`config.mk`:
```
export PLATFORM = sky130hd
export DESIGN_NAME = vga_write_buffer_flat
export DESIGN_NICKNAME = d
export VERILOG_FILES = /design/src/rtl/vga_wb_pkg.sv /design/src/rtl/vga_write_buffer_if.sv /design/src/rtl/vga_wb_fifo.sv /design/src/rtl/vga_write_buffer.sv /design/src/flat_wrapper.sv
export SDC_FILE = /design/constraint.sdc
export NUM_CORES = 1
export LEC_CHECK = 0
export ABC_AREA = 1
export CAP_MARGIN = 25
export CORE_UTILIZATION = 57
export CTS_CLUSTER_SIZE = 40
export DETAILED_ROUTE_END_ITERATION = 10
export PLACE_DENSITY = 0.79
export SYNTH_ARGS = -nofsm -noshare
export SYNTH_HDL_FRONTEND = slang
export SYNTH_HIERARCHICAL = 1
export SYNTH_SLANG_ARGS = --single-unit
```
`constraint.sdc`:
```
create_clock -name clk -period 3.5 [get_ports clk]
set_input_delay 0.7 -clock clk [delete_from_list [all_inputs] [get_ports clk]]
set_output_delay 0.7 -clock clk [all_outputs]
set_load 0.005 [all_outputs]
```
`src/rtl/vga_wb_pkg.sv`:
```
// Shared constants, FSM encoding and entry type for the VGA posted-write buffer.
// Build option VGA_WB_COALESCE_EN is consumed by vga_write_buffer.sv.
package vga_wb_pkg;

    localparam int DEFAULT_COLOR_W    = 3;
    localparam int DEFAULT_ADDR_W     = 10;
    localparam int DEFAULT_DEPTH_LOG2 = 3;
    localparam int SCAN_COUNT_W       = 10;

    localparam int unsigned H_VISIBLE = 640;
    localparam int unsigned V_VISIBLE = 480;

    typedef enum logic {
        IDLE  = 1'b0,
        DRAIN = 1'b1
    } wbState_t;

    typedef struct packed {
        logic [DEFAULT_ADDR_W-1:0]  addr;
        logic [DEFAULT_COLOR_W-1:0] colour;
    } wbEntry_t;

    // True outside the visible raster, i.e. whenever a framebuffer write cannot tear a line.
    function automatic logic inBlanking(
        input logic [SCAN_COUNT_W-1:0] column,
        input logic [SCAN_COUNT_W-1:0] row,
        input int unsigned             hVisible,
        input int unsigned             vVisible
    );
        return (32'(column) >= hVisible) || (32'(row) >= vVisible);
    endfunction

endpackage

```
`src/rtl/vga_write_buffer_if.sv`:
```
// Bus bundle for the write buffer: CPU write side, VGA scan counters and video-RAM write port.
// master = CPU/VGA/RAM environment, slave = vga_write_buffer.
interface vga_write_buffer_if #(
    parameter int COLOR_W    = vga_wb_pkg::DEFAULT_COLOR_W,
    parameter int ADDR_W     = vga_wb_pkg::DEFAULT_ADDR_W,
    parameter int DEPTH_LOG2 = vga_wb_pkg::DEFAULT_DEPTH_LOG2
);

    logic                  iWriteEnable;
    logic [ADDR_W-1:0]     iWriteAddress;
    logic [COLOR_W-1:0]    iDataIn;
    logic [9:0]            iColumnCount;
    logic [9:0]            iRowCount;

    logic                  oFull;
    logic [DEPTH_LOG2:0]   oPending;
    logic                  oOverflow;
    logic                  oMemWriteEnable;
    logic [ADDR_W-1:0]     oMemWriteAddress;
    logic [COLOR_W-1:0]    oMemDataIn;

    modport master (
        output iWriteEnable, iWriteAddress, iDataIn, iColumnCount, iRowCount,
        input  oFull, oPending, oOverflow, oMemWriteEnable, oMemWriteAddress, oMemDataIn
    );

    modport slave (
        input  iWriteEnable, iWriteAddress, iDataIn, iColumnCount, iRowCount,
        output oFull, oPending, oOverflow, oMemWriteEnable, oMemWriteAddress, oMemDataIn
    );

endinterface

```
`src/rtl/vga_wb_fifo.sv`:
```
// Synchronous FIFO with async reset, plus an in-place update port aimed at the newest entry.
// The caller guarantees push only when not full (or popping) and pop only when not empty.
module vga_wb_fifo #(
    parameter int WIDTH      = 13,
    parameter int DEPTH_LOG2 = 3
) (
    input  logic                  clk,
    input  logic                  rst,
    input  logic                  push,
    input  logic                  pop,
    input  logic [WIDTH-1:0]      dataIn,
    output logic [WIDTH-1:0]      dataOut,
    input  logic                  update,
    input  logic [DEPTH_LOG2-1:0] updateIdx,
    input  logic [WIDTH-1:0]      updateData,
    output logic [DEPTH_LOG2:0]   count,
    output logic                  full,
    output logic                  empty,
    output logic [DEPTH_LOG2-1:0] lastIdx
);

    localparam int                  DEPTH      = 1 << DEPTH_LOG2;
    localparam logic [DEPTH_LOG2:0] FULL_COUNT = {1'b1, {DEPTH_LOG2{1'b0}}};
    localparam logic [DEPTH_LOG2:0] CNT_ONE    = {{DEPTH_LOG2{1'b0}}, 1'b1};
    localparam logic [DEPTH_LOG2-1:0] PTR_ONE  = {{(DEPTH_LOG2-1){1'b0}}, 1'b1};

    logic [WIDTH-1:0]      mem [DEPTH];
    logic [DEPTH_LOG2-1:0] wrPtr;
    logic [DEPTH_LOG2-1:0] rdPtr;

    // NOTE: storage has no reset; an entry is only ever read after a push has written it,
    // and leaving it out keeps the array mappable to plain RAM/register-file cells.
    always_ff @(posedge clk) begin
        if (push) begin
            mem[wrPtr] <= dataIn;
        end else if (update) begin
            mem[updateIdx] <= updateData;
        end
    end

    // NOTE: state registers use non-blocking assignments so every flop samples pre-edge values.
    always_ff @(posedge clk or posedge rst) begin
        if (rst) begin
            wrPtr <= '0;
            rdPtr <= '0;
            count <= '0;
        end else begin
            if (push) wrPtr <= wrPtr + PTR_ONE;
            if (pop)  rdPtr <= rdPtr + PTR_ONE;
            case ({push, pop})
                2'b10:   count <= count + CNT_ONE;
                2'b01:   count <= count - CNT_ONE;
                default: count <= count;
            endcase
        end
    end

    assign dataOut = mem[rdPtr];
    assign full    = (count == FULL_COUNT);
    assign empty   = (count == '0);
    assign lastIdx = wrPtr - PTR_ONE;

endmodule

```
`src/rtl/vga_write_buffer.sv`:
```
// Posted-write buffer: queues CPU video-RAM writes and commits them only during VGA blanking.
// Define VGA_WB_COALESCE_EN to merge a write into the newest queued entry with the same address.
module vga_write_buffer
    import vga_wb_pkg::*;
#(
    parameter int          COLOR_W    = DEFAULT_COLOR_W,
    parameter int          ADDR_W     = DEFAULT_ADDR_W,
    parameter int          DEPTH_LOG2 = DEFAULT_DEPTH_LOG2,
    parameter int unsigned HVisible   = H_VISIBLE,
    parameter int unsigned VVisible   = V_VISIBLE
) (
    input logic               clk,
    input logic               rst,
    vga_write_buffer_if.slave bus
);

    typedef struct packed {
        logic [ADDR_W-1:0]  addr;
        logic [COLOR_W-1:0] colour;
    } entry_t;

    localparam logic [DEPTH_LOG2:0] CNT_ONE = {{DEPTH_LOG2{1'b0}}, 1'b1};

    wbState_t              state;
    wbState_t              nextState;
    logic                  blank;
    logic                  popNow;
    logic                  pushAccept;
    logic                  coalesce;
    logic                  overflowEvent;
    logic [DEPTH_LOG2:0]   count;
    logic [DEPTH_LOG2:0]   nextCount;
    logic                  fifoFull;
    logic                  fifoEmpty;
    logic [DEPTH_LOG2-1:0] lastIdx;
    entry_t                pushEntry;
    entry_t                headEntry;
    logic                  overflow;
    logic                  memWriteEnable;
    logic [ADDR_W-1:0]     memWriteAddress;
    logic [COLOR_W-1:0]    memDataIn;

    assign blank     = inBlanking(bus.iColumnCount, bus.iRowCount, HVisible, VVisible);
    assign pushEntry = '{addr: bus.iWriteAddress, colour: bus.iDataIn};

    // A pop in the same edge frees a slot, so a full FIFO still accepts the push.
    assign pushAccept    = bus.iWriteEnable && !coalesce && (!fifoFull || popNow);
    assign overflowEvent = bus.iWriteEnable && !coalesce && fifoFull && !popNow;
    assign nextCount     = count + {{DEPTH_LOG2{1'b0}}, pushAccept} - {{DEPTH_LOG2{1'b0}}, popNow};

`ifdef VGA_WB_COALESCE_EN
    logic [ADDR_W-1:0] lastAddr;

    always_ff @(posedge clk or posedge rst) begin
        if (rst) begin
            lastAddr <= '0;
        end else if (pushAccept) begin
            lastAddr <= bus.iWriteAddress;
        end
    end

    // The newest entry is also the head when count is 1; if it leaves this edge, enqueue instead.
    assign coalesce = bus.iWriteEnable && !fifoEmpty && (bus.iWriteAddress == lastAddr)
                      && !(popNow && (count == CNT_ONE));
`else
    assign coalesce = 1'b0;
`endif

    vga_wb_fifo #(
        .WIDTH      ($bits(entry_t)),
        .DEPTH_LOG2 (DEPTH_LOG2)
    ) fifo (
        .clk        (clk),
        .rst        (rst),
        .push       (pushAccept),
        .pop        (popNow),
        .dataIn     (pushEntry),
        .dataOut    (headEntry),
        .update     (coalesce),
        .updateIdx  (lastIdx),
        .updateData (pushEntry),
        .count      (count),
        .full       (fifoFull),
        .empty      (fifoEmpty),
        .lastIdx    (lastIdx)
    );

    always_ff @(posedge clk or posedge rst) begin
        if (rst) begin
            state <= IDLE;
        end else begin
            state <= nextState;
        end
    end

    // NOTE: the default assignment up front keeps every path assigned, so no latch is inferred.
    always_comb begin
        nextState = state;
        case (state)
            IDLE:    if (blank && !fifoEmpty) nextState = DRAIN;
            DRAIN:   if (!blank || (nextCount == '0)) nextState = IDLE;
            default: nextState = IDLE;
        endcase
    end

    always_comb begin
        popNow = (state == DRAIN) && blank && !fifoEmpty;
    end

    // Registered RAM port: address/data hold between pulses, enable is a one-cycle strobe per pop.
    always_ff @(posedge clk or posedge rst) begin
        if (rst) begin
            memWriteEnable  <= 1'b0;
            memWriteAddress <= '0;
            memDataIn       <= '0;
            overflow        <= 1'b0;
        end else begin
            memWriteEnable <= popNow;
            if (popNow) begin
                memWriteAddress <= headEntry.addr;
                memDataIn       <= headEntry.colour;
            end
            if (overflowEvent) begin
                overflow <= 1'b1;
            end
        end
    end

    assign bus.oFull            = fifoFull;
    assign bus.oPending         = count;
    assign bus.oOverflow        = overflow;
    assign bus.oMemWriteEnable  = memWriteEnable;
    assign bus.oMemWriteAddress = memWriteAddress;
    assign bus.oMemDataIn       = memDataIn;

endmodule

```
`src/flat_wrapper.sv`:
```
// flat-port wrapper written by rule: the top's interface ports become plain ports
module vga_write_buffer_flat import vga_wb_pkg::*;
#(
    parameter int          COLOR_W    = DEFAULT_COLOR_W,
    parameter int          ADDR_W     = DEFAULT_ADDR_W,
    parameter int          DEPTH_LOG2 = DEFAULT_DEPTH_LOG2,
    parameter int unsigned HVisible   = H_VISIBLE,
    parameter int unsigned VVisible   = V_VISIBLE
)
  (clk, rst, bus_iWriteEnable, bus_iWriteAddress, bus_iDataIn, bus_iColumnCount, bus_iRowCount, bus_oFull, bus_oPending, bus_oOverflow, bus_oMemWriteEnable, bus_oMemWriteAddress, bus_oMemDataIn);
  vga_write_buffer_if #(.COLOR_W(COLOR_W), .ADDR_W(ADDR_W), .DEPTH_LOG2(DEPTH_LOG2)) bus_i ();
  input logic clk;
  input logic rst;
  input wire logic [$bits(bus_i.iWriteEnable)-1:0] bus_iWriteEnable;
  input wire logic [$bits(bus_i.iWriteAddress)-1:0] bus_iWriteAddress;
  input wire logic [$bits(bus_i.iDataIn)-1:0] bus_iDataIn;
  input wire logic [$bits(bus_i.iColumnCount)-1:0] bus_iColumnCount;
  input wire logic [$bits(bus_i.iRowCount)-1:0] bus_iRowCount;
  output wire logic [$bits(bus_i.oFull)-1:0] bus_oFull;
  output wire logic [$bits(bus_i.oPending)-1:0] bus_oPending;
  output wire logic [$bits(bus_i.oOverflow)-1:0] bus_oOverflow;
  output wire logic [$bits(bus_i.oMemWriteEnable)-1:0] bus_oMemWriteEnable;
  output wire logic [$bits(bus_i.oMemWriteAddress)-1:0] bus_oMemWriteAddress;
  output wire logic [$bits(bus_i.oMemDataIn)-1:0] bus_oMemDataIn;
  assign bus_i.iWriteEnable = bus_iWriteEnable;
  assign bus_i.iWriteAddress = bus_iWriteAddress;
  assign bus_i.iDataIn = bus_iDataIn;
  assign bus_i.iColumnCount = bus_iColumnCount;
  assign bus_i.iRowCount = bus_iRowCount;
  assign bus_oFull = bus_i.oFull;
  assign bus_oPending = bus_i.oPending;
  assign bus_oOverflow = bus_i.oOverflow;
  assign bus_oMemWriteEnable = bus_i.oMemWriteEnable;
  assign bus_oMemWriteAddress = bus_i.oMemWriteAddress;
  assign bus_oMemDataIn = bus_i.oMemDataIn;
  vga_write_buffer #(.COLOR_W(COLOR_W), .ADDR_W(ADDR_W), .DEPTH_LOG2(DEPTH_LOG2), .HVisible(HVisible), .VVisible(VVisible)) u_core (.clk(clk), .rst(rst), .bus(bus_i));
endmodule
```
==> metrics.txt, run 1 <==
initial antenna violation count=0; DR pass1 iterations=4; post-cts resize count=0; internal power=0.00406 W; Setup Buffers After CTS=0; Num CTS Buffers=17; ANT cells=0; Cell variety after synth=37; DR WL/cell=15.9 um; fill count=669; Yosys Warn Count=6; status=completed; dpl hpwl=7060 um; Die X=104 um; Via density=5.34; FP Rows=36; vias in the first global route=3,827; dominant cells by area after synthesis=edfxtp_1 (53%), dfrtp_1 (11%), nand2_1 (6.1%); DRC Markers=0; Synth Area per Inst=11.0 sq um; Overflow after GRT=0; Clock Tree Root=clkbuf_8; Hold Path Class=reg -> reg; DRT Wirelength=11,600 um; Area Growth Syn to Fin=18.8%; worst reg2reg setup slack=0.46 ns; Critical Path RT=3.90 ns; Gate power share=36.0%; design area=7000 sq um; post-layout min period=3.04 ns; CP arrival=3.44 ns; Clock Latency Late Sink=0.51 ns; WS Path Type=reg -> reg; Reg area=3770 sq um; Starting DRT DRC Count=338; sequential share of power=38.5%; layout net count=635; CTS max path bufs=2; area occupied by multi-input gates=1830 sq um; Core Area=9910 sq um; CTS tree=done; largest area contributor in the netlist=edfxtp_1; RSZ-0062 raised after global routing=no; Post-DP Area=6440 sq um; GRT Total Usage=23.4%; die footprint=10,800 sq um; H-tree depth=4; skew final=0.0166 ns; IO Pins=56; synthesis-stage register bit count=130; hold_buf cts=0; Worst-Margin Slew=0.928 ns; post-synthesis instance area=5900 sq um; Worst Setup Start Kind=flip-flop; pwr/cell area=913 nW/um^2; chip height=104 um; Detail Route Antenna Nets=0; Slew Limit Fails=0; NetSw=0.00233 W; VDD IR max=0.497 mV; setup TNS=0 ns; clock-pin transition on the worst setup and hold timing paths=0.06 ns; Highest Clock Rate=329 MHz; Sw Ratio=36.5%; fin util=70.7%; maxcap violations=0; Initial Utilization=59.5%; share of cells above drive strength 1=13.5%; Max-slew headroom=38.1%; Post-Synthesis Cells=536; Placer Congestion=0.727; first-pass GRT wire length=19,000 um; period utilization=86.9%; Vias=3,919; Clk network pwr share=25.4%; share of the synthesized area in the top cell type=52.9%; leakage dissipation=2.84 nW; IO Port Bufs=43; clock sinks=130; pin count of the biggest net entering global routing=56; Critical Path End Type=flip-flop; crit-path max FO=14; # setup viols final=0; share of the yosys chip area belonging to registers=64.0%; Fin. Hold Viols=0
[critical path, cell delays in order, from the launching register on]
cell and delay [ns]:
dfrtp_1 0.49, or2_2 0.35, nor3_1 0.35, nor2_4 0.16, nand2_4 0.12, inv_1 0.06, ha_1 0.28, inv_1 0.05
ha_1 0.16, inv_1 0.06, fa_1 0.48, nand3b_1 0.08, nor2_1 0.10, nand3_1 0.08, nand2_1 0.06, inv_1 0.03
[final timing paths]
| kind | startpoint | depth (start not counted) | end |
|---|---|---|---|
| setup / recovery | u_core/fifo/count[1]$_DFFE_PP0P_ | 15 | u_core/state$_DFF_PP0_ |
| hold / removal | u_core/bus.oMemDataIn[0]$_DFFE_PP0P_ | 2 | u_core/bus.oMemDataIn[0]$_DFFE_PP0P_ |
| setup reg to reg | u_core/fifo/count[1]$_DFFE_PP0P_ | 15 | u_core/state$_DFF_PP0_ |
| hold reg to reg | u_core/bus.oMemDataIn[0]$_DFFE_PP0P_ | 2 | u_core/bus.oMemDataIn[0]$_DFFE_PP0P_ |
| max in group asynchronous | rst | 2 | u_core/bus.oMemWriteAddress[4]$_DFFE_PP0P_ |
| min in group asynchronous | rst | 2 | u_core/fifo/rdPtr[2]$_DFFE_PP0P_ |
[synthesized netlist by cell type, drive strengths merged]
cell	n
nor2	92
dfrtp	26
fa	1
a21oi	1
nor3	1
nand3b	1
a21o	1
xor2	5
xnor2	2
nand2	109
o21ai	84
ha	10
mux2	14
clkinv	1
nand3	20
o22ai	2
or2	1
conb	1
a21boi	1
edfxtp	104
clkbuf	5
inv	36
buf	18
[kinds of logic after synthesis]
family / Yosys count / share of synthesized area, %
simple gates: 224 / 16.0
flops: 130 / 64.0
compound gates: 89 / 8.04
buf+inv: 60 / 5.09
mux: 14 / 3.31
fa+ha+maj: 11 / 2.46
xor+xnor: 7 / 1.04
other cells: 1 / 0.0636
[final cells by class]
cell class / count / share of cell area, %
Sequential cell: 130 / 53.9
Multi-Input combinational cell: 347 / 26.1
Timing Repair Buffer: 55 / 7.61
Clock buffer: 21 / 6.57
Tap cell: 133 / 2.38
Inverter: 37 / 2.04
Clock inverter: 11 / 1.41
[layout by cell type (no fill, tap or decap), types with 2 or more instances in the layout]
cell and instances:
edfxtp_1 104, nand2_1 96, nor2_1 91, o21ai_0 71, clkdlybuf4s50_1 43, inv_1 34
dfrtp_1 25, nand3_1 19, clkbuf_16 17, nand2_2 11, buf_4 11, ha_1 10
mux2_4 10, o21ai_1 9, xor2_1 5, clkinv_2 4, inv_4 4, o21ai_2 4
mux2_2 4, clkinv_4 3, clkbuf_8 2, clkbuf_1 2, conb_1 2, xnor2_1 2
[power by group through the flow]
| stage | Sequential [W] | Combinational (W) | Clock, W |
|---|---|---|---|
| finish | 0.00246 | 0.00231 | 0.00163 |
| global route | 0.00252 | 0.00259 | 0.00172 |
| CTS | 0.00246 | 0.00230 | 0.00165 |
| detailed placement | 0.00249 | 0.00227 | 0 |
| global placement | 0.00246 | 0.00217 | 0 |
| floorplan | 0.00235 | 0.00167 | 0 |
[sequential cells by signal, summed over array words and instances (netlist names)]
register	cells
u_core/fifo/count	4
u_core/fifo/mem	104
u_core/fifo/wrPtr	3
u_core/bus.oMemWriteAddress	10
u_core/bus.oMemWriteEnable	1
u_core/bus.oMemDataIn	3
u_core/fifo/rdPtr	3
u_core/bus.oOverflow	1
u_core/state	1
[per-stage QoR]
stage | total power (W) | setup WS (ns) | hold WS [ns] | cells
after detailed placement | 0.00476 | 0.275 | 0.458 | 702
after global placement | 0.00463 | 0.381 | 0.445 | 702
after floorplan | 0.00403 | 0.449 | 0.457 | 537
after global routing | 0.00683 | 0.213 | 0.493 | 734
after CTS | 0.00641 | 0.445 | 0.472 | 734
final | 0.00640 | 0.459 | 0.468 | 734
[metal layers]
| layer | wire, um | track usage, % | up-vias |
|---|---|---|---|
| met2 | 5810 | 38.5 | 143 |
| li1 | - | - | 1920 |
| met5 | 0 | 0 | - |
| met4 | 54 | 8.67 | 0 |
| met1 | 4850 | 30.7 | 1852 |
| met3 | 929 | 5.03 | 4 |
No activity file was read; power rests on OpenSTA's default activity.
==> inputs of run 2 (changes only) <==
--- a/config.mk
+++ b/config.mk
@@ -7,9 +7,11 @@
 export LEC_CHECK = 0
 export ABC_AREA = 1
 export CAP_MARGIN = 25
+export CORE_MARGIN = 2
 export CORE_UTILIZATION = 57
 export CTS_CLUSTER_SIZE = 40
 export DETAILED_ROUTE_END_ITERATION = 10
+export GPL_ROUTABILITY_DRIVEN = 0
 export PLACE_DENSITY = 0.79
 export SYNTH_ARGS = -nofsm -noshare
 export SYNTH_HDL_FRONTEND = slang
==> run 2 against run 1 <==
Compared with the run above: flip-flop and latch count unchanged; via count up 0.66%; global-route usage down 1.0 points; register-to-register slack worse by 0.07 ns; final cell count up 0.41%; die area up 3.9%; first-iteration DRC count down 11%; worst setup slack worse by 0.066 ns; core utilization down 1.7 points; sequential share of layout area down 0.19 points; clock-buffer cell count down 1; critical path depth up 1; critical path type unchanged; largest cell class unchanged.
==> metrics.txt, run 2 (synthesis gave the netlist of run 1 again) <==
Critical Path RT=3.92 ns (+0.02 ns); die footprint=11,200 sq um (+3.9%); Num CTS Buffers=17 (unchanged); Clock Latency Late Sink=0.52 ns (about the same); Clock Tree Root=clkbuf_8; period utilization=88.8% (+1.9 points); Post-DP Area=6460 sq um (+0.25%); Initial Utilization=57.9% (-1.6 points); GRT Total Usage=22.3% (-1.0 points); chip height=106 um (+1.9%); WP buf/inv=3 (-1); WS Path Type=reg -> reg; setup TNS=0 ns (unchanged); Area Growth Syn to Fin=19.2%; # setup viols final=0 (unchanged); Overflow after GRT=0 (unchanged); leakage dissipation=2.84 nW (-0.26%); H-tree depth=4 (unchanged); CTS max path bufs=2 (unchanged); pin count of the biggest net entering global routing=55 (-1.8%); Setup Buffers After CTS=0 (unchanged); RSZ-0062 raised after global routing=no; CTS tree=done; Hold Path Class=reg -> reg; initial antenna violation count=0 (unchanged); post-cts resize count=0 (unchanged); DR pass1 iterations=4 (unchanged); first-pass GRT wire length=18,500 um (-2.8%); Core Area=10,200 sq um (+2.8%); design area=7030 sq um (+0.36%); Highest Clock Rate=322 MHz (-2.1%); layout net count=635 (unchanged); Worst Setup Start Kind=flip-flop; skew final=0.0104 ns (-0.00622 ns); IO Port Bufs=43 (unchanged); Reg with most FFs=u_core/fifo/mem; share of cells above drive strength 1=13.5% (unchanged); max reg flops=104 (unchanged); Detail Route Antenna Nets=0 (unchanged); maxcap violations=0 (unchanged); Crit path top cell by count=inv_1; VDD IR max=0.442 mV (-11%); most frequent cells in the layout=edfxtp_1 (104), nand2_1 (96), nor2_1 (91), o21ai_0 (71), clkdlybuf4s50_1 (43); Die X=106 um (+1.9%); status=completed; clock sinks=130 (unchanged); dpl hpwl=7190 um (+1.8%); DR WL/cell=16.1 um (+1.4%); FP Rows=37 (+2.8%); Via density=5.35 (+0.25%); Critical Path End Type=flip-flop; Max-slew headroom=39.6% (+1.4 points); Starting DRT DRC Count=302 (-11%); ANT cells=0 (unchanged); Slew Limit Fails=0 (unchanged); crit path cell chain=or2_2, nor3_1, nor2_4, nand2_4, nand2_2, nand2_1, ha_1, inv_1, ha_1, inv_1, fa_1, nand3b_1, nor2_1, nand3_1, nand2_1, inv_1; Fin. Hold Viols=0 (unchanged); CP arrival=3.52 ns (+0.08 ns); delay of the slowest critical-path stage=0.49 ns (about the same); DRT Wirelength=11,900 um (+1.8%); vias in the first global route=3,740 (-2.3%); CP top delay family=simple AND/OR/NAND/NOR gates; Worst-Margin Slew=0.906 ns (-0.0214 ns); IO Pins=56 (unchanged); fill count=728 (+8.8%); hold_buf cts=0 (unchanged); pwr/cell area=918 nW/um^2 (+0.52%); commonest non-fill, non-tap cell in the layout=edfxtp_1; Vias=3,945 (+0.66%); clock-pin transition on the worst setup and hold timing paths=0.06 ns (about the same); post-layout min period=3.11 ns (+0.0664 ns); DRC Markers=0 (unchanged); Slowest-stage cell, CP=dfrtp_1; crit-path max FO=14 (unchanged)
-- run 2: final timing paths --
check                                            startpoint                                   end  slack [ns]  cells after the start
max                        u_core/fifo/count[1]$_DFFE_PP0P_                u_core/state$_DFF_PP0_        0.39                     16
min in group asynchronous                               rst      u_core/fifo/rdPtr[2]$_DFFE_PP0P_        0.53                      2
min reg2reg                u_core/bus.oOverflow$_DFFE_PP0P_      u_core/bus.oOverflow$_DFFE_PP0P_        0.46                      2
min                        u_core/bus.oOverflow$_DFFE_PP0P_      u_core/bus.oOverflow$_DFFE_PP0P_        0.46                      2
max reg2reg                u_core/fifo/count[1]$_DFFE_PP0P_                u_core/state$_DFF_PP0_        0.39                     16
max in group asynchronous                               rst  u_core/bus.oMemDataIn[2]$_DFFE_PP0P_        2.53                      2
-- run 2: layer usage --
layer	share of wire (%)	GRT usage (%)
met3	7.4	5.57
met4	1.6	7.89
met1	41	27.5
met2	50	38.4
met5	0	0
-- run 2: worst reg2reg max path: stages, from the launching register on --
cell and delay (ns):
dfrtp_1 0.49, or2_2 0.35, nor3_1 0.39, nor2_4 0.17, nand2_4 0.13, nand2_2 0.05
nand2_1 0.07, ha_1 0.22, inv_1 0.05, ha_1 0.16, inv_1 0.06, fa_1 0.48
nand3b_1 0.08, nor2_1 0.12, nand3_1 0.09, nand2_1 0.07, inv_1 0.03
-- run 2: final cells by class --
type	count	area, sq um	share of cell area [%]
Clock buffer	20	435	6.19
Clock inverter	12	133	1.89
Inverter	37	143	2.03
Multi-Input combinational cell	347	1830	26.0
Sequential cell	130	3770	53.7
Tap cell	136	170	2.42
Timing Repair Buffer	55	546	7.76
-- run 2: through the flow --
stage	hold slack [ns]	worst slack [ns]	std cells	total power [W]	utilization [%]
final	0.462	0.392	737	0.00645	69.0
after global routing	0.505	0.211	737	0.00687	69.0
after CTS	0.473	0.398	737	0.00647	69.0
after detailed placement	0.458	0.260	705	0.00478	63.4
after global placement	0.444	0.376	705	0.00463	63.4
after floorplan	0.457	0.449	537	0.00403	-
-- run 2: power breakdown --
part	internal, W	total (W)	switching, W
clock	0.00103	0.00167	0.000632
combinational	0.000903	0.00231	0.00141
sequential	0.00216	0.00247	0.000307
total	0.00410	0.00645	0.00235
==> inputs of run 3 (changes only) <==
--- a/config.mk
+++ b/config.mk
@@ -13,6 +13,7 @@
 export DETAILED_ROUTE_END_ITERATION = 10
 export GPL_ROUTABILITY_DRIVEN = 0
 export PLACE_DENSITY = 0.79
+export SKIP_CTS_REPAIR_TIMING = 1
 export SYNTH_ARGS = -nofsm -noshare
 export SYNTH_HDL_FRONTEND = slang
 export SYNTH_HIERARCHICAL = 1
==> results of run 3 <==
Same layout as run 2: the final DEF is identical, and so are final timing and power.
